==> src/rtl/irq_priority_controller.sv <==
`default_nettype none
//==============================================================================
// Module   : irq_priority_controller
// Purpose  : Multi-source interrupt controller feeding the core's interrupt
//            request input. Rising edges on the peripheral lines are latched
//            as pending events. The lowest-index pending and enabled source is
//            presented to the core together with its mcause value. That
//            request is held until the core returns from the handler (mret).
//            On return, the serviced pending bit is cleared and arbitration
//            runs again after one idle cycle.
//
// Ports    : clk_i          - system clock (rising edge)
//            rst_i          - asynchronous active-high reset
//            irq_i          - peripheral interrupt lines (rising-edge events)
//            mie_i          - per-source enable mask
//            irq_ret_i      - single-cycle return-from-handler pulse
//            irq_o          - interrupt request to the core
//            irq_id_o       - index of the source being serviced
//            irq_cause_o    - mcause value of the serviced source
//            irq_pending_o  - raw pending register (CSR readback / debug)
//
// Options  : IRQ_PRIORITY_CTRL_SYNC_EN - when defined, irq_i passes through a
//            2-flop synchronizer before edge detection. This raises the
//            event-to-request latency from 2 to 4 clock edges.
//
// Revision : 1.0 - initial release
//==============================================================================
module irq_priority_controller #(
   parameter int IRQ_NUM = 16,
   parameter int ID_W    = (IRQ_NUM > 1) ? $clog2(IRQ_NUM) : 1
) (
   input  logic               clk_i,
   input  logic               rst_i,
   input  logic [IRQ_NUM-1:0] irq_i,
   input  logic [IRQ_NUM-1:0] mie_i,
   input  logic               irq_ret_i,
   output logic               irq_o,
   output logic [ID_W-1:0]    irq_id_o,
   output logic [31:0]        irq_cause_o,
   output logic [IRQ_NUM-1:0] irq_pending_o
);

   localparam logic [31:0] C_CAUSE_BASE = 32'h8000_0010;

   typedef enum logic [0:0] {
      ST_IDLE  = 1'b0,
      ST_SERVE = 1'b1
   } state_t;

   state_t             r_state;
   logic               r_irq;
   logic [ID_W-1:0]    r_id;
   logic [31:0]        r_cause;
   logic [IRQ_NUM-1:0] r_pending;
   logic [IRQ_NUM-1:0] r_irq_q;

   logic [IRQ_NUM-1:0] w_irq_src;
   logic [IRQ_NUM-1:0] w_edge;
   logic [IRQ_NUM-1:0] w_elig;
   logic [IRQ_NUM-1:0] w_clr;
   logic               w_any;
   logic [ID_W-1:0]    w_win_id;
   logic [31:0]        w_win_cause;

   //---------------------------------------------------------------------------
   // Input conditioning
   //---------------------------------------------------------------------------
`ifdef IRQ_PRIORITY_CTRL_SYNC_EN
   logic [IRQ_NUM-1:0] r_sync1;
   logic [IRQ_NUM-1:0] r_sync2;

   always_ff @(posedge clk_i or posedge rst_i) begin
      if (rst_i) begin
         r_sync1 <= '0;
         r_sync2 <= '0;
      end else begin
         r_sync1 <= irq_i;
         r_sync2 <= r_sync1;
      end
   end

   assign w_irq_src = r_sync2;
`else
   assign w_irq_src = irq_i;
`endif

   // History resets to 0, so a line already high when reset is released
   // produces exactly one event.
   always_ff @(posedge clk_i or posedge rst_i) begin
      if (rst_i) begin
         r_irq_q <= '0;
      end else begin
         r_irq_q <= w_irq_src;
      end
   end

   assign w_edge = w_irq_src & ~r_irq_q;

   //---------------------------------------------------------------------------
   // Arbitration: fixed priority, the lowest eligible index wins. The loop
   // scans downward so that the last assignment belongs to the lowest index.
   //---------------------------------------------------------------------------
   assign w_elig = r_pending & mie_i;
   assign w_any  = |w_elig;

   always_comb begin
      w_win_id = '0;
      for (int k = IRQ_NUM - 1; k >= 0; k--) begin
         if (w_elig[k]) begin
            w_win_id = ID_W'(k);
         end
      end
   end

   assign w_win_cause = C_CAUSE_BASE + {{(32 - ID_W){1'b0}}, w_win_id};

   //---------------------------------------------------------------------------
   // Pending register: a clear happens only on return while serving, and only
   // for the latched id. The new edge is OR-ed in after the clear, so a new
   // event that coincides with the return is kept.
   //---------------------------------------------------------------------------
   always_comb begin
      w_clr = '0;
      if ((r_state == ST_SERVE) && irq_ret_i) begin
         for (int k = 0; k < IRQ_NUM; k++) begin
            w_clr[k] = (r_id == ID_W'(k));
         end
      end
   end

   always_ff @(posedge clk_i or posedge rst_i) begin
      if (rst_i) begin
         r_pending <= '0;
      end else begin
         r_pending <= (r_pending & ~w_clr) | w_edge;
      end
   end

   //---------------------------------------------------------------------------
   // Request FSM. The outputs are registered. Leaving SERVE always passes
   // through IDLE, so irq_o is low for at least one cycle between requests.
   // The id is not cleared on return, so software can still read which
   // source was last serviced.
   //---------------------------------------------------------------------------
   always_ff @(posedge clk_i or posedge rst_i) begin
      if (rst_i) begin
         r_state <= ST_IDLE;
         r_irq   <= 1'b0;
         r_id    <= '0;
         r_cause <= '0;
      end else begin
         case (r_state)
            ST_IDLE: begin
               r_irq <= 1'b0;
               if (w_any) begin
                  r_state <= ST_SERVE;
                  r_irq   <= 1'b1;
                  r_id    <= w_win_id;
                  r_cause <= w_win_cause;
               end
            end
            ST_SERVE: begin
               // The mask and new edges are deliberately ignored here:
               // an active request is never preempted or withdrawn.
               if (irq_ret_i) begin
                  r_state <= ST_IDLE;
                  r_irq   <= 1'b0;
                  r_cause <= '0;
               end
            end
            default: begin
               r_state <= ST_IDLE;
               r_irq   <= 1'b0;
               r_cause <= '0;
            end
         endcase
      end
   end

   assign irq_o         = r_irq;
   assign irq_id_o      = r_id;
   assign irq_cause_o   = r_cause;
   assign irq_pending_o = r_pending;

endmodule
`default_nettype wire
==> config.mk <==
export PLATFORM = sky130hd
export DESIGN_NAME = irq_priority_controller
export DESIGN_NICKNAME = d
export VERILOG_FILES = /design/src/rtl/irq_priority_controller.sv
export SDC_FILE = /design/constraint.sdc
export NUM_CORES = 1
export LEC_CHECK = 0
export ABC_AREA = 1
export BUFFER_PORTS_ARGS = -buffer_cell sky130_fd_sc_hd__buf_2
export CAP_MARGIN = 20
export CORE_ASPECT_RATIO = 0.7
export CORE_MARGIN = 1.5
export CORE_UTILIZATION = 42
export CTS_BUF_LIST = sky130_fd_sc_hd__clkbuf_4 sky130_fd_sc_hd__clkbuf_8 sky130_fd_sc_hd__clkbuf_16
export DETAILED_ROUTE_END_ITERATION = 10
export PLACE_DENSITY = 0.81
export SYNTH_ARGS = -nofsm -noshare
export SYNTH_HDL_FRONTEND = slang
export SYNTH_SLANG_ARGS = --single-unit
==> constraint.sdc <==
create_clock -name clk_i -period 1.2 [get_ports clk_i]
set_input_delay 0.24 -clock clk_i [delete_from_list [all_inputs] [get_ports clk_i]]
set_output_delay 0.24 -clock clk_i [all_outputs]
set_load 0.005 [all_outputs]
==> metrics.txt <==
# TYPE chip_impl_metric gauge
chip_impl_metric{name="final_worst_setup_slack",unit="ns"} -0.3192
chip_impl_metric{name="post_drt_via_cell_ratio",unit=""} 4.606
chip_impl_metric{name="p_leak",unit="nW"} 1.546
chip_impl_info{name="yosys-top-cells-count",value="nand2_1 (44), dfrtp_1 (43), buf_4 (27), o21ai_0 (25), inv_1 (23)"} 1
chip_impl_metric{name="yosysSeqAreaShare",unit="%"} 55.34
chip_impl_metric{name="drt_pass1_iterations",unit=""} 4
chip_impl_metric{name="worstPathArrival",unit="ns"} 1.71
chip_impl_info{name="timing.critical_path.cells",value="nand2_2 -> nand2_2 -> inv_2 -> nand3_1 -> inv_2 -> nand2_2 -> o21ai_4 -> buf_4 -> a21oi_1 -> nand2_2 -> nand2_1"} 1
chip_impl_metric{name="netlist_area",unit="µm²"} 1944
chip_impl_info{name="cp-end-kind",value="flop"} 1
chip_impl_metric{name="max-vdd-ir-drop",unit="mV"} 1.046
chip_impl_metric{name="drt_drc_violations_left",unit=""} 0
chip_impl_info{name="yosysMostFrequentCell",value="nand2_1"} 1
chip_impl_metric{name="num_vias",unit=""} 1787
chip_impl_metric{name="grt_max_degree",unit=""} 44
chip_impl_metric{name="final_max_slew_viol_count",unit=""} 0
chip_impl_metric{name="syn-mean-instance-area",unit="µm²"} 9.215
chip_impl_metric{name="finalHoldWorstSlack",unit="ns"} 0.05071
chip_impl_info{name="yosys.area.top_type",value="dfrtp_1"} 1
chip_impl_metric{name="antenna_found_initial",unit=""} 0
chip_impl_metric{name="synth_cell_types",unit=""} 19
chip_impl_metric{name="grt.overflow.total",unit=""} 0
chip_impl_metric{name="yosys_warnings",unit=""} 0
chip_impl_metric{name="setup_viol",unit=""} 17
chip_impl_metric{name="io_pins",unit=""} 88
chip_impl_metric{name="cts_num_sinks",unit=""} 43
chip_impl_info{name="rsz_0062_raised_after_global_routing",value="yes"} 1
chip_impl_info{name="worst_hold_path_type",value="in2reg"} 1
chip_impl_metric{name="floorplan_die_width",unit="µm"} 84.33
chip_impl_metric{name="worstPathMaxFanout",unit=""} 4
chip_impl_metric{name="synth_simple_gate_area_share",unit="%"} 16.60
chip_impl_info{name="crit_top_cell",value="nand2_2"} 1
chip_impl_metric{name="gpl.final_weighted_congestion",unit=""} 0.8370
chip_impl_metric{name="final_layout_fill_cell_count",unit=""} 344
chip_impl_metric{name="worstPathRequired",unit="ns"} 1.39
chip_impl_metric{name="core_box_area",unit="µm²"} 4404
chip_impl_metric{name="start_util",unit="%"} 44.15
chip_impl_info{name="clock_tree.root_cell",value="clkbuf_8"} 1
chip_impl_metric{name="area.growth.synth_to_final",unit="%"} 54.44
chip_impl_metric{name="pre_cts_slack",unit="ns"} -0.2499
chip_impl_metric{name="timing_hold_violations_final",unit=""} 0
chip_impl_metric{name="synth_compound_area_share",unit="%"} 12.23
chip_impl_metric{name="synth_cells",unit=""} 211
chip_impl_metric{name="setup_tns",unit="ns"} -3.014
chip_impl_metric{name="wire_per_inst",unit="µm"} 12.94
chip_impl_info{name="synthFlopType",value="dfrtp_1"} 1
chip_impl_metric{name="htreeDepth",unit=""} 2
chip_impl_metric{name="routed_wirelength",unit="µm"} 5021
chip_impl_info{name="main_combinational_cell_family_by_area_after_synthesis",value="simple AND/OR/NAND/NOR gates"} 1
chip_impl_metric{name="synth_enable_flop_cells",unit=""} 0
chip_impl_metric{name="grt_first_pass_wirelength",unit="µm"} 7596
chip_impl_metric{name="chipHeight",unit="µm"} 59.93
chip_impl_metric{name="clk-insertion-delay-late",unit="ns"} 0.30
chip_impl_info{name="tritoncts_clock_tree",value="built"} 1
chip_impl_metric{name="std_cell_rows",unit=""} 20
chip_impl_metric{name="max_clock_freq",unit="MHz"} 658.2
chip_impl_metric{name="timing.clock.skew",unit="ns"} 0.01138
chip_impl_metric{name="r2r_setup_slack",unit="ns"} -0.32
chip_impl_metric{name="nNetsFinal",unit=""} 367
chip_impl_metric{name="grt_pass1_vias",unit=""} 1655
chip_impl_metric{name="period_share",unit="%"} 126.6
chip_impl_metric{name="report.power.total",unit="mW"} 5.261
chip_impl_metric{name="cpPeakStageDelay",unit="ns"} 0.42
chip_impl_metric{name="cts_max_path_buffers",unit=""} 2
chip_impl_metric{name="ant_nets",unit=""} 0
chip_impl_metric{name="design.die.area",unit="µm²"} 5053
chip_impl_info{name="timing.critical_path.slowest_stage_cell",value="dfrtp_1"} 1
chip_impl_metric{name="groute.usage.overall",unit="%"} 19.94
chip_impl_metric{name="postSynthRegisterBits",unit=""} 43
chip_impl_metric{name="final_layout_size_suffix_gt1_share",unit="%"} 48.95
chip_impl_metric{name="buffer_ports.inserted",unit=""} 61
chip_impl_metric{name="tritoncts.num_buffers",unit=""} 5
chip_impl_metric{name="antenna-diode-count",unit=""} 0
chip_impl_info{name="violations",value="negative setup slack"} 1
chip_impl_metric{name="max-cap-violations",unit=""} 0
chip_impl_metric{name="dp.final_hpwl",unit="µm"} 3501
chip_impl_info{name="critPathKind",value="reg2reg"} 1
chip_impl_metric{name="synth.area.mux_share",unit="%"} 0
chip_impl_metric{name="yosys.area_share.xor_xnor",unit="%"} 0
chip_impl_metric{name="period_minus_slack",unit="ns"} 1.519
chip_impl_metric{name="power.density",unit="nW/µm²"} 1752
chip_impl_metric{name="clk_transition_reported_paths",unit="ns"} 0.09
chip_impl_info{name="synth.top_cells.by_area",value="dfrtp_1 (55%), buf_4 (10%), nand2_1 (8.5%)"} 1
chip_impl_metric{name="drt_iter0_drc",unit=""} 87
chip_impl_metric{name="yosysTopAreaCellShare",unit="%"} 55.34
chip_impl_metric{name="synth_async_sr_flop_share",unit="%"} 100.0
chip_impl_info{name="outcome",value="complete, but fails checks"} 1
chip_impl_info{name="startpoint_type",value="flop"} 1
chip_impl_metric{name="synth-adder-area-share",unit="%"} 0
-- logic make-up after synthesis --
logic type	count (synthesis)
DFF	43
and+or+nand+nor	71
AOI/OAI and AO/OA	42
buffers and inverters	54
other	1
-- where the power goes --
| part | internal [mW] | switching (mW) |
|---|---|---|
| sequential | 1.68 | 0.190 |
| clock | 0.830 | 0.516 |
| combinational | 1.10 | 0.951 |
| total | 3.60 | 1.66 |
-- registers in the layout, indices dropped and copies added (netlist names) --
name / cells
irq_cause_o: 5
irq_id_o: 4
irq_o: 1
irq_pending_o: 16
r_irq_q: 16
r_state: 1
-- metal layers --
layer,part of all wire (%),GRT usage [%],up-vias
met4,0.88,4.918,0
met5,0,0,-
li1,-,-,860
met3,6.8,5.663,4
met2,47,33.71,70
met1,45,25.89,853
-- metrics by stage --
step	cells	cell area (µm²)	util [%]
6_report	388	3003	68.18
3_3_place_gp	365	2529	57.41
5_1_grt	388	3003	68.18
2_1_floorplan	236	2044	-
4_1_cts	380	2804	63.66
3_5_place_dp	365	2529	57.41
-- path summary, 6_finish.rpt --
check	start	depth (start not counted)	to
min in group asynchronous	rst_i	4	r_irq_q[15]
max in group asynchronous	rst_i	4	irq_id_o[1]
max reg2reg	irq_pending_o[2]	11	irq_id_o[0]
min reg2reg	r_irq_q[3]	1	irq_pending_o[3]
min	irq_i[12]	1	r_irq_q[12]
max	irq_pending_o[2]	11	irq_id_o[0]
-- placed cells by master, fill, tap and decap left out, types with 2 or more instances in the layout --
cell type / instances
o21ai_1: 11
nand4_1: 2
inv_1: 21
buf_4: 35
conb_1: 26
nor2_4: 2
clkinvlp_4: 2
clkbuf_8: 5
o31ai_2: 3
bufinv_16: 2
nor2_1: 2
nand2_2: 18
o21ai_2: 2
nor2_2: 2
buf_2: 48
o31ai_1: 2
buf_6: 31
inv_2: 3
nand3_1: 2
dfrtp_1: 42
nand3_2: 5
nand2_1: 38
inv_4: 2
o21ai_0: 20
-- repair_timing --
item	4_1_cts	5_1_grt
setup buffers	8	11
pin swaps	2	2
endpoints found under the hold margin	43	0
endpoints found under the setup margin	20	43
resized for setup	21	38
hold buffers	1	0
-- area by class of cell --
| class | instances | area (µm²) | share of cell area [%] |
|---|---|---|---|
| clock inverter | 3 | 67.56 | 2.250 |
| tap | 55 | 68.82 | 2.292 |
| inverter | 27 | 110.1 | 3.667 |
| sequential | 43 | 1077 | 35.87 |
| timing repair buffer | 116 | 882.1 | 29.38 |
| multi-input combinational | 139 | 728.2 | 24.25 |
| clock buffer | 5 | 68.82 | 2.292 |
-- critical path: cells and delay by family, from the launching register on --
family | cells | cell delay (ns)
and+or+nand+nor | 6 | 0.43
DFF | 1 | 0.42
buffers and inverters | 3 | 0.27
AOI/OAI and AO/OA | 2 | 0.27
(Power assumes the default switching activity.)
